[src/rtl/sonic_pkg.sv]
// Shared definitions for the ultrasonic ranging front end and the distance stage.
// Holds the state encoding, the echo-time width and the default sensor timing.
package sonic_pkg;

    localparam int ECHO_W = 33;
    typedef logic [ECHO_W-1:0] echo_t;

    localparam logic [2:0] ST_IDLE      = 3'd0;
    localparam logic [2:0] ST_TRIG      = 3'd1;
    localparam logic [2:0] ST_WAIT_RISE = 3'd2;
    localparam logic [2:0] ST_MEASURE   = 3'd3;
    localparam logic [2:0] ST_DONE      = 3'd4;
    localparam logic [2:0] ST_HOLDOFF   = 3'd5;

    localparam int unsigned DEF_CLKS_PER_US = 100;
    localparam int unsigned DEF_TRIG_US     = 10;
    localparam int unsigned DEF_TIMEOUT_US  = 38000;
    localparam int unsigned DEF_HOLDOFF_US  = 60000;

endpackage

[src/rtl/sonic_echo_ctrl_tick.sv]
// Microsecond tick prescaler: counts 0..CLKS_PER_US-1 and ticks on the wrap.
// A restart zeroes the phase so the next tick lands a whole microsecond later.
module us_tick_gen #(
    parameter int unsigned CLKS_PER_US = 100
) (
    input  logic clk,
    input  logic rst,
    input  logic restart,
    output logic tick
);

    localparam int CW = (CLKS_PER_US > 1) ? $clog2(CLKS_PER_US) : 1;
    localparam logic [CW-1:0] LAST = CW'(CLKS_PER_US - 1);

    logic [CW-1:0] r_cnt;

    always_ff @(posedge clk) begin
        if (rst || restart) begin
            r_cnt <= '0;
        end else if (r_cnt == LAST) begin
            r_cnt <= '0;
        end else begin
            r_cnt <= r_cnt + CW'(1);
        end
    end

    assign tick = (r_cnt == LAST) && !restart;

endmodule

[src/rtl/sonic_echo_ctrl.sv]
// Ultrasonic sensor front end: fires TRIG, times the ECHO high pulse in whole
// microseconds and reports it with a done pulse, then enforces sensor ring-down.
module sonic_echo_ctrl
    import sonic_pkg::*;
#(
    parameter int unsigned CLKS_PER_US = DEF_CLKS_PER_US,
    parameter int unsigned TRIG_US     = DEF_TRIG_US,
    parameter int unsigned TIMEOUT_US  = DEF_TIMEOUT_US,
    parameter int unsigned HOLDOFF_US  = DEF_HOLDOFF_US
) (
    input  logic              clk,
    input  logic              rst,
    input  logic              start,
    input  logic              echo,
    output logic              trig,
    output logic [ECHO_W-1:0] echo_time,
    output logic              e_done,
    output logic              i_idle,
    output logic              timeout,
    output logic              busy
);

    localparam longint unsigned HOLD_CYC_L = longint'(HOLDOFF_US) * longint'(CLKS_PER_US);
    localparam longint unsigned ECHO_LIM   = 64'd1 << ECHO_W;
    localparam echo_t TRIG_LAST = echo_t'(TRIG_US - 1);
    localparam echo_t TIMEOUT_V = echo_t'(TIMEOUT_US);
    localparam echo_t HOLD_LAST = echo_t'(HOLD_CYC_L - 1);

    if (CLKS_PER_US < 2 || TRIG_US < 1 || TIMEOUT_US < 1 || HOLDOFF_US < 1) begin : g_bad_timing
        $error("sonic_echo_ctrl: timing parameters out of range");
    end
    if (longint'(TIMEOUT_US) >= ECHO_LIM || HOLD_CYC_L >= ECHO_LIM) begin : g_bad_width
        $error("sonic_echo_ctrl: TIMEOUT_US or HOLDOFF_US does not fit the counters");
    end

    logic [2:0] r_state;
    logic       r_echo_s1, r_echo_s2, r_echo_d;
    logic       r_trig, r_timeout;
    echo_t      r_us_cnt, r_hold_cnt, r_echo_time;
    logic       w_rise, w_fall, w_tick, w_restart, w_start_go;
    echo_t      w_us_next;

    assign w_rise     = r_echo_s2 & ~r_echo_d;
    assign w_fall     = ~r_echo_s2 & r_echo_d;
    assign w_start_go = (r_state == ST_IDLE) && start && !rst;
    assign w_restart  = w_start_go || ((r_state == ST_WAIT_RISE) && w_rise);
    assign w_us_next  = r_us_cnt + echo_t'(1);

    us_tick_gen #(
        .CLKS_PER_US(CLKS_PER_US)
    ) u_tick (
        .clk    (clk),
        .rst    (rst),
        .restart(w_restart),
        .tick   (w_tick)
    );

    always_ff @(posedge clk) begin
        if (rst) begin
            r_echo_s1 <= 1'b0;
            r_echo_s2 <= 1'b0;
            r_echo_d  <= 1'b0;
        end else begin
            r_echo_s1 <= echo;
            r_echo_s2 <= r_echo_s1;
            r_echo_d  <= r_echo_s2;
        end
    end

    // The holdoff counter measures clock cycles from the start-accept cycle and saturates.
    always_ff @(posedge clk) begin
        if (rst) begin
            r_state     <= ST_IDLE;
            r_trig      <= 1'b0;
            r_us_cnt    <= '0;
            r_hold_cnt  <= '0;
            r_echo_time <= '0;
            r_timeout   <= 1'b0;
        end else begin
            if (r_hold_cnt != HOLD_LAST) begin
                r_hold_cnt <= r_hold_cnt + echo_t'(1);
            end
            case (r_state)
                ST_IDLE: begin
                    if (start) begin
                        r_state     <= ST_TRIG;
                        r_trig      <= 1'b1;
                        r_us_cnt    <= '0;
                        r_hold_cnt  <= echo_t'(1);
                        r_echo_time <= '0;
                        r_timeout   <= 1'b0;
                    end
                end
                ST_TRIG: begin
                    if (w_tick) begin
                        if (r_us_cnt == TRIG_LAST) begin
                            r_state  <= ST_WAIT_RISE;
                            r_trig   <= 1'b0;
                            r_us_cnt <= '0;
                        end else begin
                            r_us_cnt <= w_us_next;
                        end
                    end
                end
                ST_WAIT_RISE: begin
                    if (w_rise) begin
                        r_state  <= ST_MEASURE;
                        r_us_cnt <= '0;
                    end else if (w_tick) begin
                        if (w_us_next == TIMEOUT_V) begin
                            r_state     <= ST_DONE;
                            r_echo_time <= '0;
                            r_timeout   <= 1'b1;
                        end else begin
                            r_us_cnt <= w_us_next;
                        end
                    end
                end
                ST_MEASURE: begin
                    // A tick coinciding with the fall completes the final microsecond.
                    if (w_fall) begin
                        r_state     <= ST_DONE;
                        r_echo_time <= w_tick ? w_us_next : r_us_cnt;
                    end else if (w_tick) begin
                        if (w_us_next == TIMEOUT_V) begin
                            r_state     <= ST_DONE;
                            r_echo_time <= TIMEOUT_V;
                            r_timeout   <= 1'b1;
                        end else begin
                            r_us_cnt <= w_us_next;
                        end
                    end
                end
                ST_DONE: begin
                    r_state <= ST_HOLDOFF;
                end
                ST_HOLDOFF: begin
                    if (r_hold_cnt == HOLD_LAST) begin
                        r_state <= ST_IDLE;
                    end
                end
                default: begin
                    r_state <= ST_IDLE;
                end
            endcase
        end
    end

    assign trig      = r_trig;
    assign echo_time = r_echo_time;
    assign timeout   = r_timeout;
    assign e_done    = (r_state == ST_DONE);
    assign i_idle    = w_start_go;
    assign busy      = (r_state != ST_IDLE);

endmodule

[config.mk]
export PLATFORM = sky130hd
export DESIGN_NAME = sonic_echo_ctrl
export DESIGN_NICKNAME = d
export VERILOG_FILES = /design/src/rtl/sonic_pkg.sv /design/src/rtl/sonic_echo_ctrl_tick.sv /design/src/rtl/sonic_echo_ctrl.sv
export SDC_FILE = /design/constraint.sdc
export NUM_CORES = 1
export LEC_CHECK = 0
export BUFFER_PORTS_ARGS = -buffer_cell sky130_fd_sc_hd__buf_2
export CAP_MARGIN = 20
export CORE_UTILIZATION = 50
export CTS_CLUSTER_DIAMETER = 30
export DETAILED_ROUTE_END_ITERATION = 8
export PLACE_DENSITY_LB_ADDON = 0.2
export SLEW_MARGIN = 20
export SYNTH_ARGS = -nofsm -noshare
export SYNTH_HDL_FRONTEND = slang
export SYNTH_SLANG_ARGS = --single-unit
[constraint.sdc]
create_clock -name clk -period 8.58 [get_ports clk]
set_input_delay 1.716 -clock clk [delete_from_list [all_inputs] [get_ports clk]]
set_output_delay 1.716 -clock clk [all_outputs]
set_load 0.01 [all_outputs]
==> flow_metrics.env, run 1 <==
export IMPL_reg2reg_to="r_us_cnt[1]"
export IMPL_worst_pin_slew_ns=1.20
export IMPL_hold_class="register to register"
export IMPL_routabilityCongestion=0.888
export IMPL_post_route_period_util_pct=51.6
export IMPL_synth_top_cell_area_share_pct=34.8
export IMPL_n_antenna_cell=0
export IMPL_drtAntennaViolNets=0
export IMPL_synthCells=829
export IMPL_insertion_delay_ns=0.42
export IMPL_cp_slowest_cell="nor2b_1"
export IMPL_syn_nets=837
export IMPL_drtPass1Iterations=5
export IMPL_slew_violations=0
export IMPL_reg2regPathDepth=10
export IMPL_powerDensity_nw_per_um2=203
export IMPL_cts_sinks=114
export IMPL_wirelength_um=18100
export IMPL_yosys_area_top_type="dfxtp_1"
export IMPL_hpwl_um=12200
export IMPL_crit_cells=5
export IMPL_syn_to_final_growth_pct=12.9
export IMPL_yosysSeqAreaShare_pct=34.8
export IMPL_htree_levels=4
export IMPL_numCtsBuffers=17
export IMPL_multi_input_area_sq_um=3920
export IMPL_die_area_sq_um=13600
export IMPL_clk_path_buf_depth=2
export IMPL_reg2reg_from="r_us_cnt[0]"
export IMPL_outcome="completed"
export IMPL_worst_path_buf_inv=2
export IMPL_crit_required_ns=6.86
export IMPL_layout_drive_gt1_share_pct=13.1
export IMPL_avgRoutedWirePerCell_um=17.9
export IMPL_relSlewSlack_pct=19.6
export IMPL_startpoint_type="input pin"
export IMPL_skew_ns=0.00649
export IMPL_crit_top_cell="buf_2"
export IMPL_maxCapViolCount=0
export IMPL_syn_area_sq_um=6550
export IMPL_critical_path_top_delay_family="simple AND/OR/NAND/NOR gates"
export IMPL_period_needed_ns=4.43
export IMPL_coreArea_sq_um=12700
export IMPL_cts_root_buffer="clkbuf_16"
export IMPL_synth_warning_count=0
export IMPL_fmax_mhz=226
export IMPL_fp_row_count=41
export IMPL_synth_main_ff_cell="dfxtp_1"
export IMPL_seqCellArea_sq_um=2280
export IMPL_post_cts_buffers=0
export IMPL_fin_nets=837
export IMPL_crit_fanout=4
export IMPL_drt_iter0_drc=517
export IMPL_rsz0062_at_grt="false"
export IMPL_grt_max_degree=57
export IMPL_dieHeight_um=116
export IMPL_ctsHoldBuffers=0
export IMPL_fin_tns_setup_ns=0
export IMPL_synth_area_top_cells="dfxtp_1 (35%), nor2_1 (6.6%), xor2_1 (5.1%)"
export IMPL_fill_cells=1181
export IMPL_vias_per_cell=6.25
export IMPL_initial_core_util_pct=51.7
export IMPL_track_usage_pct=27.8
export IMPL_ctsResizeCount=0
export IMPL_antenna_found_initial=0
export IMPL_async_flop_share_pct=0
export IMPL_port_buffers=41
export IMPL_clk_pin_slew_ns=0.05
export IMPL_worstSetupPathType="input pin to primary output"
export IMPL_utilization_pct=58.3
export IMPL_critPathArrivalTime_ns=2.71
export IMPL_worstSetupEndpointType="primary output"
export IMPL_drc=0
export IMPL_ys_ff_latch=114
export IMPL_grt_overflow_total=0
export IMPL_setup_viol=0
export IMPL_p_leak_nw=2.58
export IMPL_ios=42
export IMPL_crit_start="start"
export IMPL_synth_area_per_cell_sq_um=7.90
export IMPL_synth_cell_type_count=71
export IMPL_max_stage_delay_ns=0.33
export IMPL_num_vias=6334
export IMPL_cts_tree="built"
export IMPL_finalHoldViolCount=0
export IMPL_crit_chain="buf_2 > nor2b_1 > nand2_1 > nor2_1 > buf_2"
export IMPL_endpoint="i_idle"
export IMPL_die_w_um=116
export IMPL_rrSetupSlack_ns=4.32
export IMPL_grt_pass1_vias=5789
export IMPL_grt_pass1_wl_um=29100
export IMPL_ir_drop_mv=0.112
export IMPL_synth_edf_count=0
-- state kept, by name, summed over array words and instances, names as in the netlist --
signal / flops
echo_time: 33
r_hold_cnt: 33
r_us_cnt: 33
u_tick.r_cnt: 7
r_state: 3
r_echo_d: 1
r_echo_s1: 1
r_echo_s2: 1
timeout: 1
trig: 1
-- synth_stat cells (9+ instances only) --
library cell and n:
nand3_1 33, a211oi_2 10, nand2_1 70, buf_2 13, nor2b_1 11, dfxtp_1 114, nor4_1 18, a21oi_1 52
a41oi_1 9, nor2_1 116, xor2_1 38, xnor2_1 34, a31oi_1 15, nand4_1 28, nor3_1 25, clkbuf_1 39
a22oi_1 29, inv_1 14, or3_1 9, o21ai_0 24, and3_1 15
-- report_power, final --
part	leakage, nW	total [mW]	switching (mW)	internal [mW]
clock	0.326	0.790	0.246	0.543
combinational	1.33	0.162	0.121	0.0402
sequential	0.920	0.548	0.0113	0.537
-- worst reg2reg max path, delay by kind of cell (launching register included) --
family / cells / cell delay [ns]
simple gates: 6 / 2.38
flops: 1 / 0.60
fa+ha+maj: 1 / 0.44
compound gates: 3 / 0.75
-- layer usage --
layer	part of all wire [%]	global-route usage [%]	vias up
li1	-	-	2995
met1	45	37.1	3016
met5	0	0	-
met4	2.9	13.4	0
met2	45	42.3	275
met3	7.8	6.18	48
-- stage by stage --
stage	cells	hold slack [ns]	area [sq um]	setup slack (ns)	total power [mW]
floorplan	829	0.413	6550	4.59	0.675
global placement	982	0.424	6730	4.02	0.713
detailed placement	982	0.440	6730	3.93	0.717
CTS	1014	0.445	7390	4.13	1.50
global route	1014	0.459	7390	4.08	1.54
finish	1014	0.442	7390	4.15	1.50
-- cells by family (layout without fill, tap and decap cells) --
| kind of cell | count (synthesis) | count (layout) | share of synthesized area [%] |
|---|---|---|---|
| buf+inv | 82 | 95 | 5.65 |
| xor+xnor | 72 | 72 | 9.63 |
| simple gates | 366 | 366 | 28.7 |
| mux | 2 | 2 | 0.306 |
| fa+ha+maj | 4 | 4 | 0.764 |
| flops | 114 | 114 | 34.8 |
| compound gates | 189 | 189 | 20.1 |
-- cell type report --
class | instances | share of cell area [%]
Clock inverter | 10 | 2.40
Clock buffer | 22 | 6.55
Sequential cell | 114 | 30.9
Tap cell | 172 | 2.91
Inverter | 14 | 0.711
Multi-Input combinational cell | 633 | 53.0
Timing Repair Buffer | 49 | 3.59
-- worst min-delay path by stage --
stage                     from              end  slack (ns)  depth (start not counted)
2_1_floorplan  u_tick.r_cnt[0]  u_tick.r_cnt[0]        0.41                          1
3_3_place_gp         r_echo_s1        r_echo_s2        0.42                          1
3_5_place_dp   u_tick.r_cnt[0]  u_tick.r_cnt[0]        0.44                          1
4_1_cts        u_tick.r_cnt[0]  u_tick.r_cnt[0]        0.45                          1
5_1_grt              r_echo_s1        r_echo_s2        0.46                          1
6_report       u_tick.r_cnt[0]  u_tick.r_cnt[0]        0.44                          1
-- placed cells by master (no fill, tap or decap), drive strengths merged, types with 6 or more instances in the layout --
cell    count
o211ai      8
dfxtp     114
nand3      33
nor2      116
a211o       6
clkbuf     22
inv        14
buf        49
nor3       26
and3       15
nand2      72
a31oi      15
nor4       21
or4         6
and2        6
a22oi      29
or3         9
nor2b      11
nand2b      6
a211oi     15
xnor2      34
a21oi      52
o21ai      26
a41oi       9
xor2       38
nand4      30
Power figures use the tool's default switching activity.
==> run 2, diff against run 1 <==
Clock period 8.58 ns to 4.16 ns, I/O delays scaled along.
==> run 2 against run 1 <==
Against the previous run: first-iteration DRC count decreased by 11%; via count increased by 1.3%; worst setup slack got worse by 3.9 ns; sequential share of layout area decreased by 0.42 points; hold slack got worse by 0.0058 ns; power increased by 97%; flip-flop and latch count unchanged; non-clock buffer count increased by 21; largest cell class unchanged; highest routed layer unchanged.
==> flow_metrics.env, run 2 (synthesis results as in run 1) <==
export IMPL_max_stage_delay_ns=0.54
export IMPL_grt_overflow_total=0
export IMPL_vias_per_cell=6.21
export IMPL_dp_cells=1003
export IMPL_grt_use_met3_pct=6.28
export IMPL_n_antenna_cell=0
export IMPL_track_usage_pct=28.4
export IMPL_drtPass1Iterations=6
export IMPL_crit_chain="ha_2 > nand3_1 > or4_1 > a211o_1 > a211oi_1 > or4b_4 > nor3_4 > o21a_4 > nor2_1 > o31ai_1"
export IMPL_avgRoutedWirePerCell_um=17.6
export IMPL_grt_max_degree=56
export IMPL_fin_nets=858
export IMPL_worstSetupEndpointType="register"
export IMPL_insertion_delay_ns=0.42
export IMPL_pre_cts_slack_ns=0.186
export IMPL_post_route_period_util_pct=94.4
export IMPL_setup_viol=0
export IMPL_dieHeight_um=116
export IMPL_cts_tree="built"
export IMPL_place_area_sq_um=6890
export IMPL_die_w_um=116
export IMPL_clk_pin_slew_ns=0.05
export IMPL_cts_root_buffer="clkbuf_16"
export IMPL_mostFrequentLayoutCell="nor2_1"
export IMPL_syn_to_final_growth_pct=14.4
export IMPL_critPathArrivalTime_ns=4.26
export IMPL_layout_common_cells="nor2_1 (116), dfxtp_1 (114), nand2_1 (70)"
export IMPL_cts_sinks=114
export IMPL_worst_pin_slew_ns=0.912
export IMPL_fp_row_count=41
export IMPL_hold_ws_ns=0.436
export IMPL_htree_levels=4
export IMPL_final_area_sq_um=7490
export IMPL_final_cells=1033
export IMPL_period_needed_ns=3.93
export IMPL_wirelength_um=18100
export IMPL_drt_iter0_drc=460
export IMPL_port_buffers=41
export IMPL_antenna_found_initial=0
export IMPL_num_vias=6418
export IMPL_numCtsBuffers=17
export IMPL_coreArea_sq_um=12700
export IMPL_drc=0
export IMPL_grtUsageMet2_pct=43.4
export IMPL_finalWorstSetupSlack_ns=0.233
export IMPL_crit_required_ns=4.49
export IMPL_cp_slowest_cell="dfxtp_1"
export IMPL_die_area_sq_um=13600
export IMPL_grt_busiest_layer="met2"
export IMPL_routabilityCongestion=0.947
export IMPL_startpoint_type="register"
export IMPL_grt_pass1_vias=5957
export IMPL_grt_pass1_wl_um=29600
export IMPL_relSlewSlack_pct=38.6
export IMPL_clk_path_buf_depth=2
export IMPL_crit_fanout=12
export IMPL_maxCapViolCount=0
export IMPL_worstSetupPathType="register to register"
export IMPL_hpwl_um=12600
export IMPL_p_leak_nw=2.65
export IMPL_layout_drive_gt1_share_pct=14.8
export IMPL_rsz0062_at_grt="false"
export IMPL_ir_drop_mv=0.233
export IMPL_powerDensity_nw_per_um2=395
export IMPL_ios=42
export IMPL_outcome="completed"
export IMPL_slew_violations=0
export IMPL_gr_usage_met1_pct=37.4
export IMPL_ctsHoldBuffers=0
export IMPL_finalHoldViolCount=0
export IMPL_hold_class="register to register"
export IMPL_initial_core_util_pct=51.7
export IMPL_drtAntennaViolNets=0
export IMPL_fin_tns_setup_ns=0
export IMPL_skew_ns=0.00761
export IMPL_fmax_mhz=255
-- run 2: path summary, 6_finish.rpt --
path	slack (ns)	cells past startpoint	startpoint	endpoint
setup / recovery	0.23	10	r_us_cnt[1]	r_us_cnt[1]
hold / removal	0.44	1	u_tick.r_cnt[0]	u_tick.r_cnt[0]
setup reg to reg	0.23	10	r_us_cnt[1]	r_us_cnt[1]
hold reg to reg	0.44	1	u_tick.r_cnt[0]	u_tick.r_cnt[0]
-- run 2: cell type report --
type	count	area [sq um]
Clock buffer	25	495
Timing Repair Buffer	70	423
Clock inverter	5	100
Multi-Input combinational cell	633	3930
Sequential cell	114	2280
Tap cell	172	215
Inverter	14	52.6
Fill cell	1153	5180
-- run 2: repair_timing --
item                                    4_1_cts  5_1_grt
resized for setup                             0        2
endpoints found under the setup margin        0       12
buffers inserted                              0        0
-- run 2: metal layers --
layer | up-vias | routed length [um]
met5 | - | 0
met4 | 0 | 543
met3 | 52 | 1480
li1 | 3036 | -
met1 | 3030 | 7860
met2 | 300 | 8270
-- run 2: worst max-delay path, delay by kind of cell (launching register included) --
kind,cells,cell delay [ns]
DFF,1,0.54
and+or+nand+nor,5,1.90
AOI/OAI and AO/OA,4,1.04
adders and majority gates,1,0.36
-- run 2: where the power goes --
group | switching [mW] | total, mW | internal (mW)
Sequential | 0.0210 | 1.13 | 1.11
Combinational | 0.261 | 0.354 | 0.0932
Clock | 0.482 | 1.48 | 0.994
Total | 0.763 | 2.96 | 2.20
-- run 2: per-stage QoR --
| stage | util (%) | power [mW] |
|---|---|---|
| after floorplan | - | 1.39 |
| after global placement | 54.4 | 1.48 |
| after detailed placement | 54.4 | 1.49 |
| after CTS | 59.1 | 2.97 |
| after global routing | 59.1 | 3.07 |
| final | 59.1 | 2.96 |
==> run 3, diff against run 2 <==
Settings changed: REMOVE_ABC_BUFFERS set to 1, SYNTH_HIERARCHICAL set to 1.
==> run 3 against run 2 <==
Against the previous run: critical path depth up 1; combinational power down 69%; cell area down 2.2%; non-clock buffer count up 1; synthesized area down 5.0%; die area down 4.9%; core utilization up 1.6 points; first-iteration DRC count up 7.6%; via count down 8.6%; hold slack better by 0.013 ns; flip-flop and latch count unchanged; routed wire length down 10%; critical endpoint is now echo_time[9]; largest cell class unchanged; largest power group unchanged.
==> flow_metrics.env, run 3 <==
export IMPL_period_needed_ns=3.86
export IMPL_fmax_mhz=259
export IMPL_setup_viol=0
export IMPL_grt_max_degree=34
export IMPL_final_cells=983
export IMPL_rsz0062_at_grt="false"
export IMPL_power_frac_clock_pct=57.1
export IMPL_clk_pin_slew_ns=0.06
export IMPL_htree_levels=4
export IMPL_ios=42
export IMPL_finalWorstSetupSlack_ns=0.305
export IMPL_fin_nets=810
export IMPL_pwr_share_seq_pct=39.0
export IMPL_crit_fanout=27
export IMPL_drtPass1Iterations=5
export IMPL_post_route_period_util_pct=92.7
export IMPL_worstSetupEndpointType="register"
export IMPL_routabilityCongestion=0.924
export IMPL_mostFrequentLayoutCell="dfxtp_1"
export IMPL_ir_drop_mv=0.327
export IMPL_power_internal_mw=2.23
export IMPL_p_leak_nw=2.52
export IMPL_grt_pass1_wl_um=27400
export IMPL_power_frac_comb_pct=3.9
export IMPL_numCtsBuffers=17
export IMPL_dieHeight_um=114
export IMPL_skew_ns=0.00559
export IMPL_synthCells=770
export IMPL_layout_drive_gt1_share_pct=15.3
export IMPL_post_cts_buffers=0
export IMPL_async_flop_share_pct=0
export IMPL_critPathArrivalTime_ns=4.12
export IMPL_grt_pass1_vias=5428
export IMPL_relSlewSlack_pct=27.2
export IMPL_vias_per_cell=5.96
export IMPL_insertion_delay_ns=0.42
export IMPL_cts_tree="built"
export IMPL_crit_required_ns=4.43
export IMPL_n_antenna_cell=0
export IMPL_yosysMostFrequentCell="dfxtp_1"
export IMPL_cts_sinks=114
export IMPL_clk_path_buf_depth=2
export IMPL_worstSetupPathType="register to register"
export IMPL_utilization_pct=60.7
export IMPL_p_sw_share_pct=21.6
export IMPL_synth_area_top_cells="dfxtp_1 (37%), xor2_1 (6.2%), xnor2_1 (4.6%)"
export IMPL_synth_edf_count=0
export IMPL_yosys_area_top_type="dfxtp_1"
export IMPL_yosysSeqAreaShare_pct=36.7
export IMPL_drt_iter0_drc=495
export IMPL_drc=0
export IMPL_num_vias=5863
export IMPL_hold_class="register to register"
export IMPL_die_area_sq_um=12900
export IMPL_hold_start="r_echo_s1"
export IMPL_synth_area_per_cell_sq_um=8.08
export IMPL_maxCapViolCount=0
export IMPL_wirelength_um=16300
export IMPL_synth_cell_type_count=65
export IMPL_worst_pin_slew_ns=1.09
export IMPL_initial_core_util_pct=51.6
export IMPL_pre_cts_slack_ns=0.317
export IMPL_track_usage_pct=26.9
export IMPL_grt_overflow_total=0
export IMPL_ys_ff_latch=114
export IMPL_synth_main_ff_cell="dfxtp_1"
export IMPL_hpwl_um=11100
export IMPL_startpoint_type="register"
export IMPL_p_total_mw=2.85
export IMPL_avgRoutedWirePerCell_um=16.6
export IMPL_drtAntennaViolNets=0
export IMPL_fp_row_count=40
export IMPL_layout_common_cells="dfxtp_1 (114), nor2_1 (75), nand2_1 (69)"
export IMPL_syn_area_sq_um=6220
export IMPL_reg2reg_from="r_us_cnt[5]"
export IMPL_antenna_found_initial=0
export IMPL_p_sw_uw=615
export IMPL_dp_cells=951
export IMPL_outcome="completed"
export IMPL_powerDensity_nw_per_um2=389
export IMPL_synth_top_cell_area_share_pct=36.7
export IMPL_synth_warning_count=6
export IMPL_die_w_um=114
export IMPL_syn_to_final_growth_pct=17.7
export IMPL_coreArea_sq_um=12100
export IMPL_cts_root_buffer="clkbuf_16"
export IMPL_netlist_top_cells_count="dfxtp_1 (114), nor2_1 (75), nand2_1 (69)"
export IMPL_hold_ws_ns=0.449
export IMPL_slew_violations=0
export IMPL_finalHoldViolCount=0
export IMPL_port_buffers=41
export IMPL_crit_start="r_us_cnt[5]"
-- run 3: changes by cell type after synthesis, moves of 9 or more --
cell	previous run	this run
a211oi_2	10	0
a21oi_1	52	38
a22oi_1	29	1
a31oi_1	15	25
nand3_1	33	42
nor2_1	116	75
o2bb2ai_1	0	28
-- run 3: critical path, cell delays in order, from the launching register on --
cell and delay (ns):
dfxtp_1 0.54, nand4_2 0.35, nor3_1 0.41, nand3_1 0.14
a2111oi_1 0.57, buf_4 0.20, o2111ai_1 0.15, or3_1 0.46
a311o_1 0.39, nor2b_2 0.17, buf_12 0.18, o2bb2ai_1 0.13
-- run 3: repair_timing --
item	4_1_cts	5_1_grt
endpoints found under the setup margin	0	31
resized for setup	0	1
hold buffers	0	0
-- run 3: kinds of logic after synthesis --
group,Yosys count,share of synthesized area [%]
fa+ha+maj,4,0.804
buf+inv,72,4.91
flops,114,36.7
compound gates,160,17.4
xor+xnor,77,10.8
mux,6,0.985
simple gates,337,28.4
-- run 3: routing by layer --
metal	vias up	share of wire, %	GRT usage, %
met2	169	46	42.4
met3	35	5.2	5.74
met1	2811	47	36.4
met5	-	0	0
li1	2848	-	-
met4	0	1.8	9.65
-- run 3: stage by stage --
| stage | setup TNS, ns | cell area [sq um] |
|---|---|---|
| 2_1_floorplan | -86.60 | 5970 |
| 3_3_place_gp | 0 | 6660 |
| 3_5_place_dp | 0 | 6660 |
| 4_1_cts | 0 | 7320 |
| 5_1_grt | 0 | 7330 |
| 6_report | 0 | 7330 |
-- run 3: worst paths after layout --
check | slack, ns | cells after the start | end
max reg2reg | 0.30 | 11 | echo_time[9]
min reg2reg | 0.45 | 1 | r_echo_s2
min | 0.45 | 1 | r_echo_s2
max | 0.30 | 11 | echo_time[9]
-- run 3: final cells by class --
type,count,area [sq um]
clock buffers,19,453
multi-input cells,584,3670
clock inverters,13,206
well taps,168,210
flip-flops and latches,114,2280
repair buffers,71,455
inverters,14,52.6
fillers,1063,4730
-- run 3: power by group through the flow --
stage	registers [mW]	clock network (mW)	logic, mW
2_1_floorplan	1.13	0	0.0653
3_3_place_gp	1.13	0	0.106
3_5_place_dp	1.14	0	0.109
4_1_cts	1.11	1.65	0.109
5_1_grt	1.11	1.70	0.122
6_report	1.11	1.63	0.110
